## config.mk

```make
export PLATFORM = sky130hd
export DESIGN_NAME = hwpe_stream_tcdm_rr_arbiter
export DESIGN_NICKNAME = d
export VERILOG_FILES = /design/src/rtl/hwpe_stream_tcdm_rr_arbiter.sv
export SDC_FILE = /design/constraint.sdc
export NUM_CORES = 1
export LEC_CHECK = 0
export CAP_MARGIN = 20
export CORE_AREA = 4 4 217 219
export DETAILED_ROUTE_END_ITERATION = 10
export DIE_AREA = 0 0 221 223
export HOLD_SLACK_MARGIN = 0.05
export MAX_ROUTING_LAYER = met4
export RECOVER_POWER = 25
export SYNTH_ARGS = -nofsm -noshare
export SYNTH_HDL_FRONTEND = slang
export SYNTH_SLANG_ARGS = --single-unit
```

## constraint.sdc

```tcl
create_clock -name clk_i -period 4.53 [get_ports clk_i]
set_input_delay 1.1325 -clock clk_i [delete_from_list [all_inputs] [get_ports clk_i]]
set_output_delay 1.1325 -clock clk_i [all_outputs]
set_load 0.02 [all_outputs]
```

## src/rtl/hwpe_stream_tcdm_rr_arbiter.sv

```systemverilog
// rtl/hwpe_stream_tcdm_rr_arbiter.sv - round-robin TCDM arbiter with in-order response ID FIFO
// Optional granted-transaction counter: HWPE_STREAM_TCDM_ARB_PERF_CNT_EN
module hwpe_stream_tcdm_rr_arbiter #(
   parameter int unsigned NB_IN_CHAN      = 4,
   parameter int unsigned MAX_OUTSTANDING = 4,
   parameter int unsigned ID_W            = $clog2(NB_IN_CHAN)
) (
   input  logic                        clk_i,
   input  logic                        rst_ni,
   input  logic                        clear_i,
   input  logic [NB_IN_CHAN-1:0]       in_req_i,
   input  logic [NB_IN_CHAN-1:0][31:0] in_add_i,
   input  logic [NB_IN_CHAN-1:0]       in_wen_i,
   input  logic [NB_IN_CHAN-1:0][3:0]  in_be_i,
   input  logic [NB_IN_CHAN-1:0][31:0] in_data_i,
   output logic [NB_IN_CHAN-1:0]       in_gnt_o,
   output logic [NB_IN_CHAN-1:0][31:0] in_r_data_o,
   output logic [NB_IN_CHAN-1:0]       in_r_valid_o,
   output logic                        out_req_o,
   output logic [31:0]                 out_add_o,
   output logic                        out_wen_o,
   output logic [3:0]                  out_be_o,
   output logic [31:0]                 out_data_o,
   input  logic                        out_gnt_i,
   input  logic [31:0]                 out_r_data_i,
   input  logic                        out_r_valid_i,
   output logic                        idle_o,
   output logic                        err_o,
   output logic [31:0]                 perf_gnt_cnt_o
);

   localparam int unsigned PTR_W = (MAX_OUTSTANDING > 1) ? $clog2(MAX_OUTSTANDING) : 1;
   localparam int unsigned OCC_W = $clog2(MAX_OUTSTANDING + 1);

   logic [ID_W-1:0]                       rr_ptr_q, rr_ptr_d;
   logic [MAX_OUTSTANDING-1:0][ID_W-1:0]  id_fifo_q, id_fifo_d;
   logic [PTR_W-1:0]                      wr_ptr_q, wr_ptr_d;
   logic [PTR_W-1:0]                      rd_ptr_q, rd_ptr_d;
   logic [OCC_W-1:0]                      occ_q, occ_d;
   logic                                  err_q, err_d;

   logic [ID_W-1:0] winner;
   logic [ID_W-1:0] scan_idx;
   logic [ID_W-1:0] head;
   logic            any_req, full, empty, push, pop;

   function automatic logic [PTR_W-1:0] ptr_inc(input logic [PTR_W-1:0] p);
      return (p == PTR_W'(MAX_OUTSTANDING - 1)) ? '0 : p + PTR_W'(1);
   endfunction

   // Scan downwards so the lowest offset from rr_ptr wins
   always_comb begin
      winner   = '0;
      scan_idx = '0;
      for (int i = NB_IN_CHAN - 1; i >= 0; i--) begin
         scan_idx = ID_W'((int'(rr_ptr_q) + i) % NB_IN_CHAN);
         if (in_req_i[scan_idx]) winner = scan_idx;
      end
   end

   assign any_req   = |in_req_i;
   assign full      = (occ_q == OCC_W'(MAX_OUTSTANDING));
   assign empty     = (occ_q == '0);
   assign out_req_o = any_req & ~full;
   assign push      = out_req_o & out_gnt_i;
   assign pop       = out_r_valid_i & ~empty;
   assign head      = id_fifo_q[rd_ptr_q];

   assign out_add_o  = any_req ? in_add_i[winner]  : '0;
   assign out_wen_o  = any_req ? in_wen_i[winner]  : 1'b0;
   assign out_be_o   = any_req ? in_be_i[winner]   : '0;
   assign out_data_o = any_req ? in_data_i[winner] : '0;

   always_comb begin
      in_gnt_o     = '0;
      in_r_valid_o = '0;
      in_r_data_o  = '0;
      if (push) in_gnt_o[winner] = 1'b1;
      if (pop) begin
         in_r_valid_o[head] = 1'b1;
         in_r_data_o[head]  = out_r_data_i;
      end
   end

   always_comb begin
      rr_ptr_d  = rr_ptr_q;
      id_fifo_d = id_fifo_q;
      wr_ptr_d  = wr_ptr_q;
      rd_ptr_d  = rd_ptr_q;
      occ_d     = occ_q;
      err_d     = err_q;
      if (clear_i) begin
         rr_ptr_d  = '0;
         id_fifo_d = '0;
         wr_ptr_d  = '0;
         rd_ptr_d  = '0;
         occ_d     = '0;
         err_d     = 1'b0;
      end else begin
         if (push) begin
            id_fifo_d[wr_ptr_q] = winner;
            wr_ptr_d            = ptr_inc(wr_ptr_q);
            rr_ptr_d            = (winner == ID_W'(NB_IN_CHAN - 1)) ? '0 : winner + ID_W'(1);
         end
         if (pop) rd_ptr_d = ptr_inc(rd_ptr_q);
         if (push && !pop) occ_d = occ_q + OCC_W'(1);
         if (pop && !push) occ_d = occ_q - OCC_W'(1);
         if (out_r_valid_i && empty) err_d = 1'b1;
      end
   end

   always_ff @(posedge clk_i or negedge rst_ni) begin
      if (!rst_ni) begin
         rr_ptr_q  <= '0;
         id_fifo_q <= '0;
         wr_ptr_q  <= '0;
         rd_ptr_q  <= '0;
         occ_q     <= '0;
         err_q     <= 1'b0;
      end else begin
         rr_ptr_q  <= rr_ptr_d;
         id_fifo_q <= id_fifo_d;
         wr_ptr_q  <= wr_ptr_d;
         rd_ptr_q  <= rd_ptr_d;
         occ_q     <= occ_d;
         err_q     <= err_d;
      end
   end

   assign idle_o = empty;
   assign err_o  = err_q;

`ifdef HWPE_STREAM_TCDM_ARB_PERF_CNT_EN
   logic [31:0] perf_cnt_q, perf_cnt_d;

   always_comb begin
      perf_cnt_d = perf_cnt_q;
      if (clear_i)   perf_cnt_d = '0;
      else if (push) perf_cnt_d = perf_cnt_q + 32'd1;
   end

   always_ff @(posedge clk_i or negedge rst_ni) begin
      if (!rst_ni) perf_cnt_q <= '0;
      else         perf_cnt_q <= perf_cnt_d;
   end

   assign perf_gnt_cnt_o = perf_cnt_q;
`else
   assign perf_gnt_cnt_o = 32'h0;
`endif

endmodule

```

; ---- Word level (Yosys, flattened, before mapping)
; Cells that the tools add are included.
[word_totals]
output_inout_bits = 240
input_bits = 317
latch_bits = 0
word_cells = 106
memories = 0
romBits = 0
ff_bits = 18
mem_bits_rw = 0
[classes]
add_sub_neg = 8
n_lt_le_gt_ge = 11
div_mod_pow = 0
n_reduce_logical = 14
multipliers = 0
shift = 0
muxes = 54
n_eq_ne = 4
bitwise_logic = 6
[op_table]
columns = cell, n
row1 = $mux 32, 5
row2 = $and 128x128->128, 1
row3 = $bmux 32 s2, 2
row4 = $mux 128, 1
row5 = $demux 32 s2, 1
row6 = $mux 2, 15
row7 = $lt 2x3->1 const B, 8
row8 = $mux 4, 4
row9 = $mux 8, 2
row10 = $bmux 1 s2, 5
row11 = $mux 1, 10
row12 = $mux 3, 3
row13 = $add 2x1->2 const B, 4
row14 = $bmux 4 s2, 1
row15 = $bwmux 8, 1
row16 = $eq 2x2->1 const B, 3
row17 = $ge 2x1->1 const B, 3
row18 = $logic_and 1x1->1, 6
row19 = $reduce_bool 2->1, 3
row20 = $add 2x2->2 const B, 2
row21 = $bmux 2 s2, 1
row22 = $demux 1 s2, 2
row23 = $demux 2 s2, 1
row24 = $reduce_or 4->1, 1
row25 = 8 further kinds, 12

; ---- Depth between registers and ports, before layout
[depth]
word_depth = 12
mapped_depth = 9
ltp_nobuf = 7

; ---- Worst setup path after synthesis
; No wires, ideal clock.
[synth_timing]
path_kind = input-to-output
from = input in_req_i[2]
to = output out_data_o[22]
t_arrival_ns = 2.376
required_ns = 3.398
setup_slack_ns = 1.021
path_buffers = 1
cell_stages = 6
path_cell_list = mux2i_1 -> nor2_1 -> nor3_4 -> inv_2 -> clkbuf_1 -> o22ai_1
[synth_via]
elab_chain_cells = 9
word_cells_on_any_way = 16
cone_classes = mux (15) / reduce/logical (1)
[synth_lines]
columns = element, line_no
row1 = start: declaration, 11  ; input logic [NB_IN_CHAN-1:0] in_req_i,
row2 = $bmux 1 s2, 57  ; if (in_req_i[scan_idx]) winner = scan_idx;
row3 = $mux 1 (not written as such), 57
row4 = $mux 2 (4 in series), 57
row5 = $bmux 32 s2, 72  ; assign out_data_o = any_req ? in_data_i[winner] : '0;
row6 = $mux 32 (not written as such), 72
row7 = $mux 32 (*), 72
row8 = end: declaration, 23  ; output logic [31:0] out_data_o,
; Mark *: on every way between the ends. The rest lies on a longest branch, timed or not. The select of a mux whose other input is x is not followed.

; ---- Final worst setup path
[layout_timing]
from = input in_req_i[1]
to = output out_data_o[30]
; The elaborated chain is that of the path after synthesis.

==> metrics.md <==
| Metric | Value |
|---|---|
| DRC viols | 0 |
| Period minus WS final | 4476 ps |
| Placed cells | 1658 |
| Final net count | 1397 |
| Via/cell ratio | 3.624 |
| Die Height | 223 µm |
| Most used routing layer in global routing | met2 |
| DR iter-0 viols | 188 |
| Clk_skew | 0.9372 ps |
| Startpoint types | input port |
| Largest net degree at the start of global routing | 39 |
| Area share of fa/ha/maj cells after synthesis | 0.03066 |
| Combinational family with the most area after synthesis | multiplexers |
| Via count of the first global-routing pass | 6354 |
| Final Core Density | 0.2369 |
| M3 GR Usage | 0.02250 |
| P per Cell Area | 263.4 nW/µm² |
| Syn avg cell area | 8.100 µm² |
| #FFs+latches synth | 18 |
| Worst hold path stage count | 2 |
| DR vias | 6048 |
| Dpl hpwl | 26.73 mm |
| CTS Root Cell | clkbuf_16 |
| Multi-input logic area | 3513 µm² |
| Die Footprint | 49280 µm² |
| Critical Setup Path Class | in -> out |
| Tot Pwr | 2813 µW |
| Setup violations, final | 0 |
| Synth top area share | 0.3379 |
| Layout cells sized above 1 | 0.1020 |
| CTS Buffer Depth | 2 |
| Wire per inst | 17.89 µm |
| Worst VDD drop | 106.6 µV |
| Synth warn | 0 |
| Fill cells | 4994 |
| Highest Clock Rate | 223.4 MHz |
| Antenna Violating Nets Remaining | 0 |
| Clock transition at path regs | 50 ps |
| Final WL | 29.87 mm |
| CP max FO | 13 |
| CP top delay family | buffers and inverters |
| Slew at the pin closest to its max-slew limit | 881.4 ps |
| Ports | 557 |
| HP Class | reg -> reg |
| Levels on crit path | 8 |
| First-pass GRT wire length | 42.08 mm |
| Number of max-cap violations | 0 |
| Part of the Yosys area used for sequential elements | 0.1041 |
| Area grow syn2layout | 146.9% |
| Synth Area in Compound Gates | 0.1313 |
| M2 GR Usage | 0.2249 |
| Period utilization | 0.9880 |
| GRT Util Overall | 0.1146 |
| Data required, critical path | 3400 ps |
| DIE WIDTH | 221 µm |
| CTS Hold Bufs | 0 |
| CP Capture Type | output port |
| TritonRoute pass-1 iters | 4 |
| Mapped cell area | 4325 µm² |
| Xor/xnor share of the synthesized area | 0.004050 |
| H-tree depth | 1 |
| Storage cell area | 450.4 µm² |
| TritonCTS Buffers | 3 |
| Final Non-Filler Cells | 1669 |
| Slew Limit Fails | 0 |
| Most frequent cell after synthesis | mux2i_1 |
| Clk sink count | 18 |
| Mux share of post-synthesis cell area | 0.3483 |
| Initial antenna violation count | 4 |
| Core ar. | 45090 µm² |
| Unrepaired setup endpoints after global routing | no |
| Status | complete, no violations |
| Starting Density | 0.09593 |
| Slowest-stage cell, CP | clkdlybuf4s50_1 |
| Buffers on Ports | 524 |
| Final Hold Fails | 0 |
| CP dominant cell by count | clkdlybuf4s50_1 |
| EDFF count, synth | 0 |
| Worst path max stage delay | 650 ps |
| Fraction of registers with async set/reset | 1.000 |
| FF-to-FF path depth | 9 |
| Overflow left after global routing | 0 |
| Max-slew headroom | 0.4105 |
| Simple-gate portion of the synthesized area | 0.2522 |
| Lkg Pwr | 0.004303 µW |
| Yosys top cell by area | mux2i_1 |
| Antenna diodes | 0 |
| CP cell instances | clkdlybuf4s50_1 > a21oi_1 > o21ai_1 > o2bb2a_4 > buf_4 > mux2i_1 > o22ai_1 > clkdlybuf4s50_1 |
| Worst-Skew Late Latency | 250 ps |
| CP Buf/Inv Count | 3 |
| Crit path DAT | 3340 ps |
| Yosys cell types | 36 |
| GR met1 Demand/Resource | 0.1212 |
| Most frequent cells after synthesis | 146 x mux2i_1, 133 x and2_1, 70 x o22ai_1 |
| Synth area leaders | mux2i_1 34%, and2_1 19%, dfrtp_1 10%, o22ai_1 10%, buf_4 5.9% |
| Main synth FF type | dfrtp_1 |
| Syn Inst Count | 534 |
| Core Rows | 78 |
| Global placer's final weighted congestion | 0.9089 |
| CTS tree | yes |
[stage by stage]
step                      cell area [µm²]  hold WS, ps  setup slack (ps)  TNS (ps)
after floorplan                      4442        484.1              1021         0
after global placement              10480        504.4            -42.36    -329.3
after detailed placement            10480        501.2            -54.97    -634.4
after CTS                           10610        514.6            -4.601    -5.823
after global routing                10680        550.7             2.143         0
final                               10680        508.8             54.45         0
[cells by family after synthesis]
logic type               after synthesis
other                                  1
adder cells (fa/ha/maj)               10
multiplexers                         148
buffers and inverters                 86
AND/OR/NAND/NOR                      181
AO/OA/AOI/OAI                         88
XOR/XNOR                               2
flip-flops                            18
[path summary, 6_finish.rpt]
path | startpoint | to | slack (ps)
setup / recovery | in_req_i[1] | out_data_o[30] | 50
hold / removal | err_o$_DFFE_PN0P_ | err_o$_DFFE_PN0P_ | 510
setup reg to reg | occ_q[2]$_DFFE_PN0P_ | occ_q[2]$_DFFE_PN0P_ | 1650
hold reg to reg | err_o$_DFFE_PN0P_ | err_o$_DFFE_PN0P_ | 510
max in group asynchronous | rst_ni | rr_ptr_q[1]$_DFFE_PN0P_ | 2540
min in group asynchronous | rst_ni | err_o$_DFFE_PN0P_ | 1450
[where the power goes]
group	internal, µW	total [µW]	switching (µW)
clock network	135	198	63.8
logic	1170	2380	1210
registers	191	238	47.0
total	1500	2810	1320
[worst min-delay path: stages, from the launching register on]
cell and delay, ps:
dfrtp_1 350, a21oi_1 50, nor2_1 70
[routing by layer]
layer / wire, µm / vias up / part of all wire
met5: 0 / - / 0
met2: 16230 / 379 / 0.54
met4: 414 / 0 / 0.014
li1: - / 2900 / -
met1: 11180 / 2746 / 0.37
met3: 2044 / 23 / 0.068
[flip-flops by register name, indices dropped and copies added, names as in the netlist]
name	count
wr_ptr_q	2
occ_q	3
id_fifo_q	8
rr_ptr_q	2
err_o	1
rd_ptr_q	2
[layout make-up]
cell class                 instances  area share
inverter                           8    0.002812
multi-input combinational        461      0.3290
sequential                        18     0.04217
tap                              600     0.07029
clock buffer                       4    0.008318
timing repair buffer             578      0.5474
[cell usage in the layout (no fill, tap or decap), drive strengths merged, types with 10 or more instances in the layout]
cell type	synthesis	routed
a21oi	12	12
and2	133	133
buf	59	76
clkbuf	19	10
clkdlybuf4s50	0	436
conb	1	32
dfrtp	18	18
dlygate4sd2	0	35
dlygate4sd3	0	17
mux2i	146	146
nand2	12	12
nor2	19	19
o22ai	70	70
[what timing repair did]
action                                  CTS  global route
setup buffers                             1             5
resized for setup                        44            15
gates cloned                              1             0
pin swaps                                 1             1
endpoints found under the setup margin   34            23
No activity file was read; power rests on OpenSTA's default activity.
